## config.mk

```make
export PLATFORM = sky130hd
export DESIGN_NAME = cdb_arbiter
export DESIGN_NICKNAME = d
export VERILOG_FILES = /design/src/rtl/cdb_arbiter_pkg.sv /design/src/rtl/cdb_rr_finder.sv /design/src/rtl/cdb_arbiter.sv
export SDC_FILE = /design/constraint.sdc
export NUM_CORES = 1
export LEC_CHECK = 0
export BUFFER_PORTS_ARGS = -buffer_cell sky130_fd_sc_hd__buf_2
export CELL_PAD_IN_SITES_DETAIL_PLACEMENT = 2
export CELL_PAD_IN_SITES_GLOBAL_PLACEMENT = 2
export CORE_MARGIN = 2
export CORE_UTILIZATION = 33
export CTS_CLUSTER_DIAMETER = 120
export DETAILED_ROUTE_END_ITERATION = 10
export GPL_TIMING_DRIVEN = 1
export PLACE_DENSITY_LB_ADDON = 0.08
export SLEW_MARGIN = 30
export SYNTH_ARGS = -nofsm -noshare
export SYNTH_HDL_FRONTEND = slang
export SYNTH_HIERARCHICAL = 1
export SYNTH_SLANG_ARGS = --single-unit
```

## constraint.sdc

```tcl
create_clock -name clk -period 5.07 [get_ports clk]
set_input_delay 0.507 -clock clk [delete_from_list [all_inputs] [get_ports clk]]
set_output_delay 0.507 -clock clk [all_outputs]
set_load 0.1 [all_outputs]
```

## src/rtl/cdb_arbiter_pkg.sv

```systemverilog
// Shared CDB definitions: bus count and the arbiter address of each
// requester that can write back on a common data bus.
package structures;

    localparam int CDB_COUNT = 2;

    typedef logic [7:0] arb_addr_t;

    localparam arb_addr_t ARB_ROB    = 8'h01;
    localparam arb_addr_t ARB_ALU    = 8'h02;
    localparam arb_addr_t ARB_MULDIV = 8'h03;
    localparam arb_addr_t ARB_LS     = 8'h04;
    localparam arb_addr_t ARB_BRANCH = 8'h05;

endpackage

```

## src/rtl/cdb_rr_finder.sv

```systemverilog
// Finds the first and second set request bits scanning cyclically from ptr.
// Rotate so ptr is bit 0, pick the two lowest set bits, rotate indices back.
module cdb_rr_finder #(
    parameter int NUM_REQ = 5,
    parameter int PTR_W   = $clog2(NUM_REQ)
) (
    input  logic [NUM_REQ-1:0] req,
    input  logic [PTR_W-1:0]   ptr,
    output logic [PTR_W-1:0]   first_idx,
    output logic               first_vld,
    output logic [PTR_W-1:0]   second_idx,
    output logic               second_vld
);

    logic [NUM_REQ-1:0] rot;
    logic [NUM_REQ-1:0] rot_rest;
    logic [PTR_W-1:0]   first_pos;
    logic [PTR_W-1:0]   second_pos;

    function automatic logic [PTR_W-1:0] unrotate(
        input logic [PTR_W-1:0] pos,
        input logic [PTR_W-1:0] base
    );
        logic [PTR_W:0] sum;
        sum = {1'b0, pos} + {1'b0, base};
        if (sum >= (PTR_W+1)'(NUM_REQ)) begin
            sum = sum - (PTR_W+1)'(NUM_REQ);
        end
        return sum[PTR_W-1:0];
    endfunction

    always_comb begin
        rot        = NUM_REQ'({req, req} >> ptr);
        // Clearing the lowest set bit leaves the second winner lowest.
        rot_rest   = rot & (rot - NUM_REQ'(1));
        first_pos  = '0;
        second_pos = '0;
        for (int j = NUM_REQ - 1; j >= 0; j--) begin
            if (rot[j]) begin
                first_pos = PTR_W'(j);
            end
            if (rot_rest[j]) begin
                second_pos = PTR_W'(j);
            end
        end
        first_vld  = |rot;
        second_vld = |rot_rest;
        first_idx  = unrotate(first_pos, ptr);
        second_idx = unrotate(second_pos, ptr);
    end

endmodule

```

## src/rtl/cdb_arbiter.sv

```systemverilog
// Round-robin arbiter for the two common data buses; registered grants,
// owner addresses and pointer, with synchronous reset and flush.
module cdb_arbiter
    import structures::*;
#(
    parameter int NUM_REQ = 5,
    parameter int ADDR_W  = 8
) (
    input  logic                   clk,
    input  logic                   reset,
    input  logic                   clear,
    input  logic [NUM_REQ-1:0]     req,
    output logic [NUM_REQ-1:0]     grant0,
    output logic [NUM_REQ-1:0]     grant1,
    output logic [2*ADDR_W-1:0]    owner,
    output logic [CDB_COUNT-1:0]   owner_valid
);

    localparam int PTR_W = $clog2(NUM_REQ);

    logic [PTR_W-1:0]     ptr_q, ptr_d;
    logic [NUM_REQ-1:0]   grant0_q, grant0_d;
    logic [NUM_REQ-1:0]   grant1_q, grant1_d;
    logic [2*ADDR_W-1:0]  owner_q, owner_d;
    logic [CDB_COUNT-1:0] owner_valid_q, owner_valid_d;

    logic [PTR_W-1:0] first_idx, second_idx;
    logic             first_vld, second_vld;

    cdb_rr_finder #(
        .NUM_REQ (NUM_REQ),
        .PTR_W   (PTR_W)
    ) u_finder (
        .req        (req),
        .ptr        (ptr_q),
        .first_idx  (first_idx),
        .first_vld  (first_vld),
        .second_idx (second_idx),
        .second_vld (second_vld)
    );

    function automatic logic [PTR_W-1:0] next_ptr(input logic [PTR_W-1:0] idx);
        return (idx == PTR_W'(NUM_REQ - 1)) ? '0 : idx + PTR_W'(1);
    endfunction

    always_comb begin
        ptr_d         = ptr_q;
        grant0_d      = '0;
        grant1_d      = '0;
        owner_d       = '0;
        owner_valid_d = '0;
        if (!clear) begin
            if (first_vld) begin
                grant0_d          = NUM_REQ'(1) << first_idx;
                owner_d[ADDR_W-1:0] = ADDR_W'(first_idx) + ADDR_W'(1);
                owner_valid_d[0]  = 1'b1;
                ptr_d             = next_ptr(first_idx);
            end
            if (second_vld) begin
                grant1_d                   = NUM_REQ'(1) << second_idx;
                owner_d[2*ADDR_W-1:ADDR_W] = ADDR_W'(second_idx) + ADDR_W'(1);
                owner_valid_d[1]           = 1'b1;
                ptr_d                      = next_ptr(second_idx);
            end
        end
    end

    always_ff @(posedge clk) begin
        if (reset) begin
            ptr_q         <= '0;
            grant0_q      <= '0;
            grant1_q      <= '0;
            owner_q       <= '0;
            owner_valid_q <= '0;
        end else begin
            ptr_q         <= ptr_d;
            grant0_q      <= grant0_d;
            grant1_q      <= grant1_d;
            owner_q       <= owner_d;
            owner_valid_q <= owner_valid_d;
        end
    end

    assign grant0      = grant0_q;
    assign grant1      = grant1_q;
    assign owner       = owner_q;
    assign owner_valid = owner_valid_q;

endmodule
```

=== Yosys cells after proc, flatten, opt, wreduce, memory -nomap -nowiden ===
Index checks and enable logic that the tools add are counted.

* Add/sub/neg operators: 9
* Order comparisons: 2
* Equal/unequal tests: 2
* Shift operators: 3
* Multiplexer cells: 18
* Bitwise operators: 4
* Reduce and logical (&&, ||, !) cells: 7

{| class="wikitable"
|+ Operators with widths
! operator !! number
|-
| 2-to-1 mux 3 bit || 16
|-
| OR reduction 5 bit || 2
|-
| left shift 1 x 3 -> 5 bit, first input constant || 2
|-
| >> shifter 10 x 3 -> 5 bit || 1
|-
| adder 3 x 1 -> 4 bit, second input constant || 2
|-
| adder 3 x 3 -> 4 bit || 2
|-
| greater-or-equal comparator 4 x 3 -> 1 bit, second input constant || 2
|-
| adder 3 x 1 -> 3 bit, second input constant || 2
|-
| == test 3 bit, second input constant || 2
|-
| OR reduction 3 bit || 2
|-
| subtractor 3 bit, second input constant || 2
|-
| bitwise AND 5 bit || 1
|-
| subtractor 5 x 1 -> 5 bit, second input constant || 1
|-
| NOT 1 bit || 3
|-
| 2-to-1 mux 1 bit || 2
|-
| AND reduction 2 bit || 1
|-
| nonzero test 2 bit || 1
|-
| OR reduction 2 bit || 1
|}

* Flip-flop bits (word level): 31
* Input bits: 8
* Output and inout bits: 28
* Word-level logic and storage cells: 51

=== Logic depth before layout (Yosys ltp) ===
Gate-level depths: netlist of run 1.

* Word-level depth: 14
* Depth in mapped cells: 21

=== Modules after synthesis ===
Netlist of run 1, hierarchy kept.

{| class="wikitable"
|+ Modules (own cells, without submodules)
! module !! instances !! cells each !! area each (sq um) !! sequential area each (sq um)
|-
| cdb_arbiter || 1 || 87 || 915.9 || 460.4
|-
| cdb_rr_finder || 1 || 109 || 839.6 || 0.0
|}

=== Worst setup path after synthesis of run 1 ===
No wires, ideal clock.

* Path kind: register -> register
* From: register ptr_q[1]
* To: register ptr_q[0]
* Setup time: 0.091 ns
* Arrival time: 4.339 ns
* Data required time: 4.979 ns
* Slack: 0.640 ns
* Stages on the path, launching flop included: 20
* Buffers on the path: 0
* Clock period less this slack: 4.430 ns
* Path through: dfxtp_1 > mux2i_1 > a32o_1 > a31o_2 > nand2b_1 > a31oi_1 > a21o_1 > ha_1 > inv_1 > fa_1 > ha_1 > nand2b_1 > a221o_1 > a221o_1 > xnor2_1 > inv_1 > ha_1 > a21oi_2 > nand2_1 > a311oi_1

{| class="wikitable"
|+ RTL lines
! item !! line !! source
|-
| start: declaration || cdb_arbiter.sv:21 || <nowiki>logic [PTR_W-1:0] ptr_q, ptr_d;</nowiki>
|-
| start signal: assignment || cdb_arbiter.sv:76 || <nowiki>ptr_q <= ptr_d;</nowiki>
|-
| >> shifter 10 x 3 -> 5 bit || cdb_rr_finder.sv:33 || <nowiki>rot = NUM_REQ'({req, req} >> ptr);</nowiki>
|-
| 2-to-1 mux 3 bit (5 in a row) || cdb_rr_finder.sv:39 || <nowiki>if (rot[j]) begin</nowiki>
|-
| adder 3 x 3 -> 4 bit * || cdb_rr_finder.sv:25 || <nowiki>sum = {1'b0, pos} + {1'b0, base};</nowiki>
|-
| greater-or-equal comparator 4 x 3 -> 1 bit || cdb_rr_finder.sv:26 || <nowiki>if (sum >= (PTR_W+1)'(NUM_REQ)) begin</nowiki>
|-
| 2-to-1 mux 3 bit * || cdb_rr_finder.sv:26 ||
|-
| net first_idx[0] || cdb_arbiter.sv:27 || <nowiki>logic [PTR_W-1:0] first_idx, second_idx;</nowiki>
|-
| adder 3 x 1 -> 3 bit or == test 3 bit (tied branches) || cdb_arbiter.sv:43 || <nowiki>return (idx == PTR_W'(NUM_REQ - 1)) ? '0 : idx + PTR_W'(1);</nowiki>
|-
| 2-to-1 mux 3 bit * || cdb_arbiter.sv:43 ||
|-
| 2-to-1 mux 3 bit * || cdb_arbiter.sv:53 || <nowiki>if (first_vld) begin</nowiki>
|-
| 2-to-1 mux 3 bit * || cdb_arbiter.sv:59 || <nowiki>if (second_vld) begin</nowiki>
|}

The timed path passes the listed nets; every way through them passes the cells marked *. The select of a mux whose other input is x is not followed.
A chain may end at the register's enable or synchronous reset.

=== Worst setup path in the final report of run 1 ===
* From: register ptr_q[1]
* To: register ptr_q[1]

The elaborated chain is that of the path after synthesis.

==> results of run 1 <==
## final timing paths
| path | start | end | cells after the start |
|---|---|---|---|
| max | ptr_q[1] | ptr_q[1] | 19 |
| min | reset | ptr_q[0] | 2 |
| max reg2reg | ptr_q[1] | ptr_q[1] | 19 |
| min reg2reg | ptr_q[0] | ptr_q[0] | 3 |
## logic make-up (layout without fill, tap and decap cells)
family,after synthesis,in the layout,share of synthesized area (%)
multiplexers,10,10,7.48
buffers and inverters,27,58,9.48
adder cells (fa/ha/maj),16,16,12.3
XOR/XNOR,13,13,6.49
other,1,8,0.214
flip-flops,23,23,26.2
AO/OA/AOI/OAI,37,37,16.8
AND/OR/NAND/NOR,69,69,21.0
## layout make-up
type                            instances  share of cell area [%]
Inverter                               13                    2.36
Tap cell                               70                    4.24
Clock inverter                          1                   0.363
Timing Repair Buffer                   41                    12.2
Clock buffer                            3                    2.00
Sequential cell                        23                    22.5
Multi-Input combinational cell        153                    56.4
## layer usage
layer	routed length, um	track usage [%]
met5	0	0
met1	2090	20.5
met3	123	2.24
met2	2370	29.6
met4	43	3.82
## state kept, by name (all words and copies together) (netlist names)
name / cells
owner: 8
grant0: 5
ptr_q: 3
owner_valid: 2
grant1: 5
## placed cells by master (no fill, tap or decap), drive strengths merged, types with 4 or more instances in the layout
cell and count:
a21oi 7, and3 4, buf 41, conb 8, dfxtp 23, ha 14, inv 13, mux2i 8
nand2 17, nand2b 8, nand3 4, nor2 16, nor2b 6, nor3b 4, nor4 7, o21ai 8
xnor2 11
## worst max-delay path, cell delays in order, from the launching register on
cell and delay [ps]:
sky130_fd_sc_hd__dfxtp_2 440, sky130_fd_sc_hd__buf_4 170, sky130_fd_sc_hd__mux2_2 350, sky130_fd_sc_hd__o21ai_0 230, sky130_fd_sc_hd__nand2b_1 90, sky130_fd_sc_hd__a31oi_1 150, sky130_fd_sc_hd__a21o_1 110, sky130_fd_sc_hd__ha_1 160
sky130_fd_sc_hd__inv_1 50, sky130_fd_sc_hd__fa_1 490, sky130_fd_sc_hd__ha_1 220, sky130_fd_sc_hd__nand2b_1 170, sky130_fd_sc_hd__a221o_1 330, sky130_fd_sc_hd__a221o_1 410, sky130_fd_sc_hd__xnor2_1 200, sky130_fd_sc_hd__inv_1 130
sky130_fd_sc_hd__ha_1 280, sky130_fd_sc_hd__a21oi_2 180, sky130_fd_sc_hd__a32oi_1 100, sky130_fd_sc_hd__a211oi_2 340
## per-stage QoR
stage	cell area, um2	hold WS [ps]	util, %
6_report	2070	466	40.5
4_1_cts	2060	459	40.3
2_1_floorplan	1780	547	-
3_3_place_gp	2000	739	39.2
3_5_place_dp	2000	757	39.2
5_1_grt	2070	473	40.5
==> impl_results.md, run 1 <==
- Run status: finished clean
- Ranking of synthesized cells by area: sky130_fd_sc_hd__dfxtp_1, sky130_fd_sc_hd__ha_1, sky130_fd_sc_hd__xnor2_1, sky130_fd_sc_hd__mux2i_1, sky130_fd_sc_hd__buf_4
- Wire length of the first global-routing pass: roughly 7900 um
- CP Max Fanout: 9
- Cell with the most instances after synthesis: sky130_fd_sc_hd__dfxtp_1
- Data required time of the critical path: 5240 ps
- Portion of the clock cycle consumed by the worst path in the final layout: 92.7%
- Source-to-sink clock delay at the later pin of the worst-skew pair: around 270 ps
- Placed wire-length estimate after detailed placement: 3890 um
- Largest net degree at the start of global routing: 15
- Setup fix buffers added after clock tree synthesis: 0
- Time the worst path needs with I/O delays and setup: around 4700 ps
- Area used by multi-input combinational logic: about 1200 um2
- Netlist area before placement: between 1500 and 2000 um2
- Area Growth Syn to Fin: 17.7%
- Clock tree skew after final layout: around 4.8 ps
- Sink count of the clock tree: 23
- Setup repair after global routing missed its margin: no
- Area of the core: between 5000 and 6000 um2
- Worst setup path class: register to register
- Detailed-router iteration count before antenna repair: 4
- Share of the yosys chip area belonging to registers: 26.2%
- Via/cell ratio: between 5 and 6
- Final setup fails: 0
- Crit end category: register
- Routed len/inst: around 15 um
- Total inserted antenna cells: 0
- Count of antenna-violating nets left after detailed routing: 0
- Sequential cell area: roughly 460 um2
- Syn. warnings: 6
- Aggregate negative setup slack: 0 ps
- Root buffer cell: sky130_fd_sc_hd__clkbuf_8
- Final instance count without filler cells: between 300 and 400
- Max Buffers Root-to-Sink: 2
- # fillers: 589
- Gates resized, CTS repair: 1
- Die extent in y: roughly 77 um
- Global routing usage summed across all routing layers: roughly 16%
- Total placed cells including tap cells: 300
- Proportion of netlist area held by the largest area contributor: 26.2%
- Actual slew at the worst max-slew pin: between 700 and 800 ps
- GR Overflow Total: 0
- Post-Route WL: 4620 um
- Number of antenna violations at the first check in global routing: 0
- Width of the die: approximately 77 um
- Top cell types by occurrence after synthesis: sky130_fd_sc_hd__dfxtp_1, sky130_fd_sc_hd__nand2_1, sky130_fd_sc_hd__nor2_1
- Remaining routing DRC violations: 0
- Setup slack of the most critical reg-to-reg path: around 370 ps
- Yosys top cell by area: sky130_fd_sc_hd__dfxtp_1
- Crit path DAT: ~5000 ps
- DR vias: around 1500
- Share of layout cells above drive strength 1: approximately 29%
- Synth Flop Type: sky130_fd_sc_hd__dfxtp_1
- PortBufs: 27
- Mapped Avg Cell Area: 8.96 um2
- Area enclosed by the die boundary: 5920 um2
- Hold buffer count at cts: 0
- Synth unique cells: between 50 and 60
- TritonCTS clock tree: built
- Number of synthesized register bits: 23
- Final weighted congestion in routability-driven placement: between 0.7 and 0.8
- Crit start category: register
- Max-slew violation total from the final report: 0
- Starting DRT DRC Count: 39
- H-Tree Level Count: 1
- Async S/R FF share, synth: 0%
- Post-route setup slack: 370 ps
- Synth Instances: 196
- Number of failing hold endpoints at the final stage: 0
- Type of the most critical hold path: input pin to register
- Number of cell rows: 26
- Clock edge transition at the registers on the reported setup and hold paths: 90 ps
- Place WS: around 20 ps
- Layout net count: 259
- Via count of the first global-routing pass: 1594
- Relative slew slack: around 47%
- Number of maximum-capacitance constraint violations: 0
- Highest clock rate: 213 MHz
- Clock buffer count from CTS: 3
- Starting density of the core: about a third
- I/O pin count: 36
- Number of enable flip-flop cells after synthesis: 0
Power of run 1 is not shown: default switching activity piles up to over one toggle a cycle in this logic, so the estimate is an artifact.
==> run 2, diff against run 1 <==
--- a/config.mk
+++ b/config.mk
@@ -9,7 +9,7 @@
 export CELL_PAD_IN_SITES_DETAIL_PLACEMENT = 2
 export CELL_PAD_IN_SITES_GLOBAL_PLACEMENT = 2
 export CORE_MARGIN = 2
-export CORE_UTILIZATION = 33
+export CORE_UTILIZATION = 32
 export CTS_CLUSTER_DIAMETER = 120
 export DETAILED_ROUTE_END_ITERATION = 10
 export GPL_TIMING_DRIVEN = 1
@@ -17,5 +17,4 @@
 export SLEW_MARGIN = 30
 export SYNTH_ARGS = -nofsm -noshare
 export SYNTH_HDL_FRONTEND = slang
-export SYNTH_HIERARCHICAL = 1
 export SYNTH_SLANG_ARGS = --single-unit
==> constraint.sdc (replaced) <==
create_clock -name clk -period 5.3 [get_ports clk]
set_input_delay 0.53 -clock clk [delete_from_list [all_inputs] [get_ports clk]]
set_output_delay 0.53 -clock clk [all_outputs]
set_load 0.1 [all_outputs]
==> run 2 against run 1 <==
Maximum frequency is 1.3% lower. Design area shrank 6.5%. Cell count is 1.3% lower. Register-to-register slack improved by 170 ps. Routed wire length up 1.8%. Setup slack gained 170 ps. Clock-buffer cell count up 1. Core utilization shrank 2.9 points. Clock skew up 6.6 ps.
==> impl_results.md, run 2 <==
- Slowest stage cell on the critical path: sky130_fd_sc_hd__dfxtp_1
- Proportion of synthesized area in mux cells: under 10%
- Max Buffers Root-to-Sink: 2
- Via/cell ratio: slightly above 5
- I/O pin count: 36
- Setup repair after global routing missed its margin: no
- Clock tree skew after final layout: approximately 11 ps
- TritonCTS clock tree: built
- Number of antenna violations at the first check in global routing: 0
- Wire length of the first global-routing pass: 7950 um
- Crit start category: register
- Simple-gate area share of the yosys netlist: 20.5%
- Remaining routing DRC violations: 0
- Ranking of synthesized cells by area: sky130_fd_sc_hd__dfxtp_1, sky130_fd_sc_hd__ha_1, sky130_fd_sc_hd__mux2i_1, sky130_fd_sc_hd__nor3_1, sky130_fd_sc_hd__nor2_1
- Crit Reg-Reg Startpoint: ptr_q[2]
- Final setup fails: 0
- Detailed-route wire length on metal 1: about 2100 um
- Aggregate negative setup slack: 0 ps
- Setup slack of the most critical reg-to-reg path: approximately 540 ps
- Syn. warnings: 0
- Starting density of the core: between 30 and 40%
- Area of the core: 5140 um2
- Source-to-sink clock delay at the later pin of the worst-skew pair: ~260 ps
- Amount of wire on met3 after detailed routing: between 50 and 60 um
- Setup fix buffers added after clock tree synthesis: 0
- Proportion of netlist area held by the largest area contributor: between 20% and 30%
- Time the worst path needs with I/O delays and setup: between 4000 and 5000 ps
- Post-Route WL: between 4000 and 5000 um
- Cell with the most instances after synthesis: sky130_fd_sc_hd__dfxtp_1
- Count of antenna-violating nets left after detailed routing: 0
- Number of maximum-capacitance constraint violations: 0
- Number of cell rows: 26
- Kind of cell adding the most delay to the critical path: compound AO/OA/AOI/OAI gates
- Share of synthesized cell area in full adder, half adder and majority cells: 11.8%
- Crit path DAT: between 4000 and 5000 ps
- Share of the yosys chip area belonging to registers: between 20% and 30%
- CP max stage delay: about 660 ps
- Netlist area before placement: 1710 um2
- Final weighted congestion in routability-driven placement: between 0.8 and 0.9
- Terminating pin of the worst hold path: ptr_q[0]
- PortBufs: 27
- Endpoint of the worst register-to-register path: ptr_q[1]
- Area Growth Syn to Fin: 13.0%
- Hold-critical path depth: 2
- Number of enable flip-flop cells after synthesis: 0
- GR Overflow Total: 0
- Reg2reg path depth: 16
- Async S/R FF share, synth: 0%
- Area fraction in compound gates after synthesis: 18.7%
- Largest register FFs: 8
- Starting DRT DRC Count: 45
- Number of synthesized register bits: 23
- Gates resized, CTS repair: 0
- Synth Flop Type: sky130_fd_sc_hd__dfxtp_1
- Post-Synth XOR/XNOR Area: under 10%
- Global routing usage summed across all routing layers: about 16%
- Root buffer cell: sky130_fd_sc_hd__clkbuf_8
- Width of the die: 77.1 um
- Run status: finished clean
- Number of failing hold endpoints at the final stage: 0
- Portion of the clock cycle consumed by the worst path in the final layout: 89.9%
- Share of layout cells above drive strength 1: between 20% and 30%
- Routed len/inst: around 16 um
- Layout net count: 253
- Hold buffer count at cts: 0
- Type of the most critical hold path: input pin to register
- Main combinational cell family by area after synthesis: simple AND/OR/NAND/NOR gates
- Area enclosed by the die boundary: 5950 um2
- Crit end category: register
- Commonest non-fill, non-tap cells in the layout: sky130_fd_sc_hd__buf_2, sky130_fd_sc_hd__dfxtp_1, sky130_fd_sc_hd__nor2_1
- Top Metal Used: met4
- Met2 WL post-DR: approximately 2500 um
- Top cell types by occurrence after synthesis: sky130_fd_sc_hd__dfxtp_1, sky130_fd_sc_hd__nor2_1, sky130_fd_sc_hd__nor3_1
- Detailed-router iteration count before antenna repair: 4
- Placed wire-length estimate after detailed placement: ~3800 um
- Total inserted antenna cells: 0
- Hold path start: reset
- Clock edge transition at the registers on the reported setup and hold paths: 90 ps
- Max-slew violation total from the final report: 0
- Most common cell after layout, fill and taps aside: sky130_fd_sc_hd__buf_2
- Largest net degree at the start of global routing: 16
- Yosys top cell by area: sky130_fd_sc_hd__dfxtp_1
- Final core utilization: between 30% and 40%
- Actual slew at the worst max-slew pin: ~600 ps
- Mapped Avg Cell Area: 8.43 um2
- Worst setup path class: register to register
- Synth Instances: 203
- Data required time of the critical path: between 5000 and 6000 ps
- Ordered cell list for the critical path: inv_1, nand2_1, o211ai_1, and2_1, nand2b_1, a21boi_0, fa_1, inv_1, ha_1, nor2b_1, o21ai_0, a211o_1, mux2i_1, xnor2_1, or2_2, a311oi_1
- CP bufs+invs: 2
- Clock buffer count from CTS: 3
- Highest clock rate: between 200 and 250 MHz
- Synth unique cells: 48
- Sink count of the clock tree: 23
- DR vias: 1527
- Via count of the first global-routing pass: between 1500 and 2000
- Worst path most repeated cell: sky130_fd_sc_hd__inv_1
- Relative slew slack: between 60% and 70%
- Die extent in y: 77.1 um
- CP Max Fanout: 15
- H-Tree Level Count: 1
==> run 2: final cells by class <==
class,instances,area [um2]
flip-flops and latches,23,462
repair buffers,30,158
clock buffers,4,45.0
fillers,636,3210
inverters,10,37.5
well taps,70,87.6
multi-input cells,163,1140
==> run 2: logic make-up (layout without fill, tap and decap cells) <==
family | Yosys count | count (layout)
XOR/XNOR | 8 | 8
multiplexers | 15 | 15
flip-flops | 23 | 23
other | 1 | 8
AND/OR/NAND/NOR | 70 | 70
AO/OA/AOI/OAI | 47 | 47
buffers and inverters | 24 | 44
adder cells (fa/ha/maj) | 15 | 15
==> run 2: routing by layer <==
layer	vias up	GRT usage (%)
met5	-	0
met4	0	2.68
met3	2	2.47
met2	10	30.6
met1	748	20.3
li1	767	-
==> run 2: worst max path at each step <==
stage                         from         to  slack, ps  cells after the start
after floorplan           ptr_q[1]  owner[10]        980                     17
after global placement      req[4]   ptr_q[1]        550                     17
after detailed placement  ptr_q[1]   ptr_q[1]        400                     17
after CTS                 ptr_q[1]   ptr_q[1]        340                     17
after global routing      ptr_q[2]   ptr_q[1]          3                     16
final                     ptr_q[2]   ptr_q[1]        540                     16
==> run 2: through the flow <==
| stage | std cells | worst slack [ps] | cell area, um2 | hold slack (ps) |
|---|---|---|---|---|
| CTS | 300 | 343 | 1930 | 518 |
| finish | 300 | 538 | 1930 | 517 |
| floorplan | 210 | 983 | 1740 | 602 |
| global placement | 296 | 553 | 1880 | 736 |
| global route | 300 | 3.11 | 1930 | 518 |
| detailed placement | 296 | 397 | 1880 | 766 |
Power of run 2 is left out for the same reason.
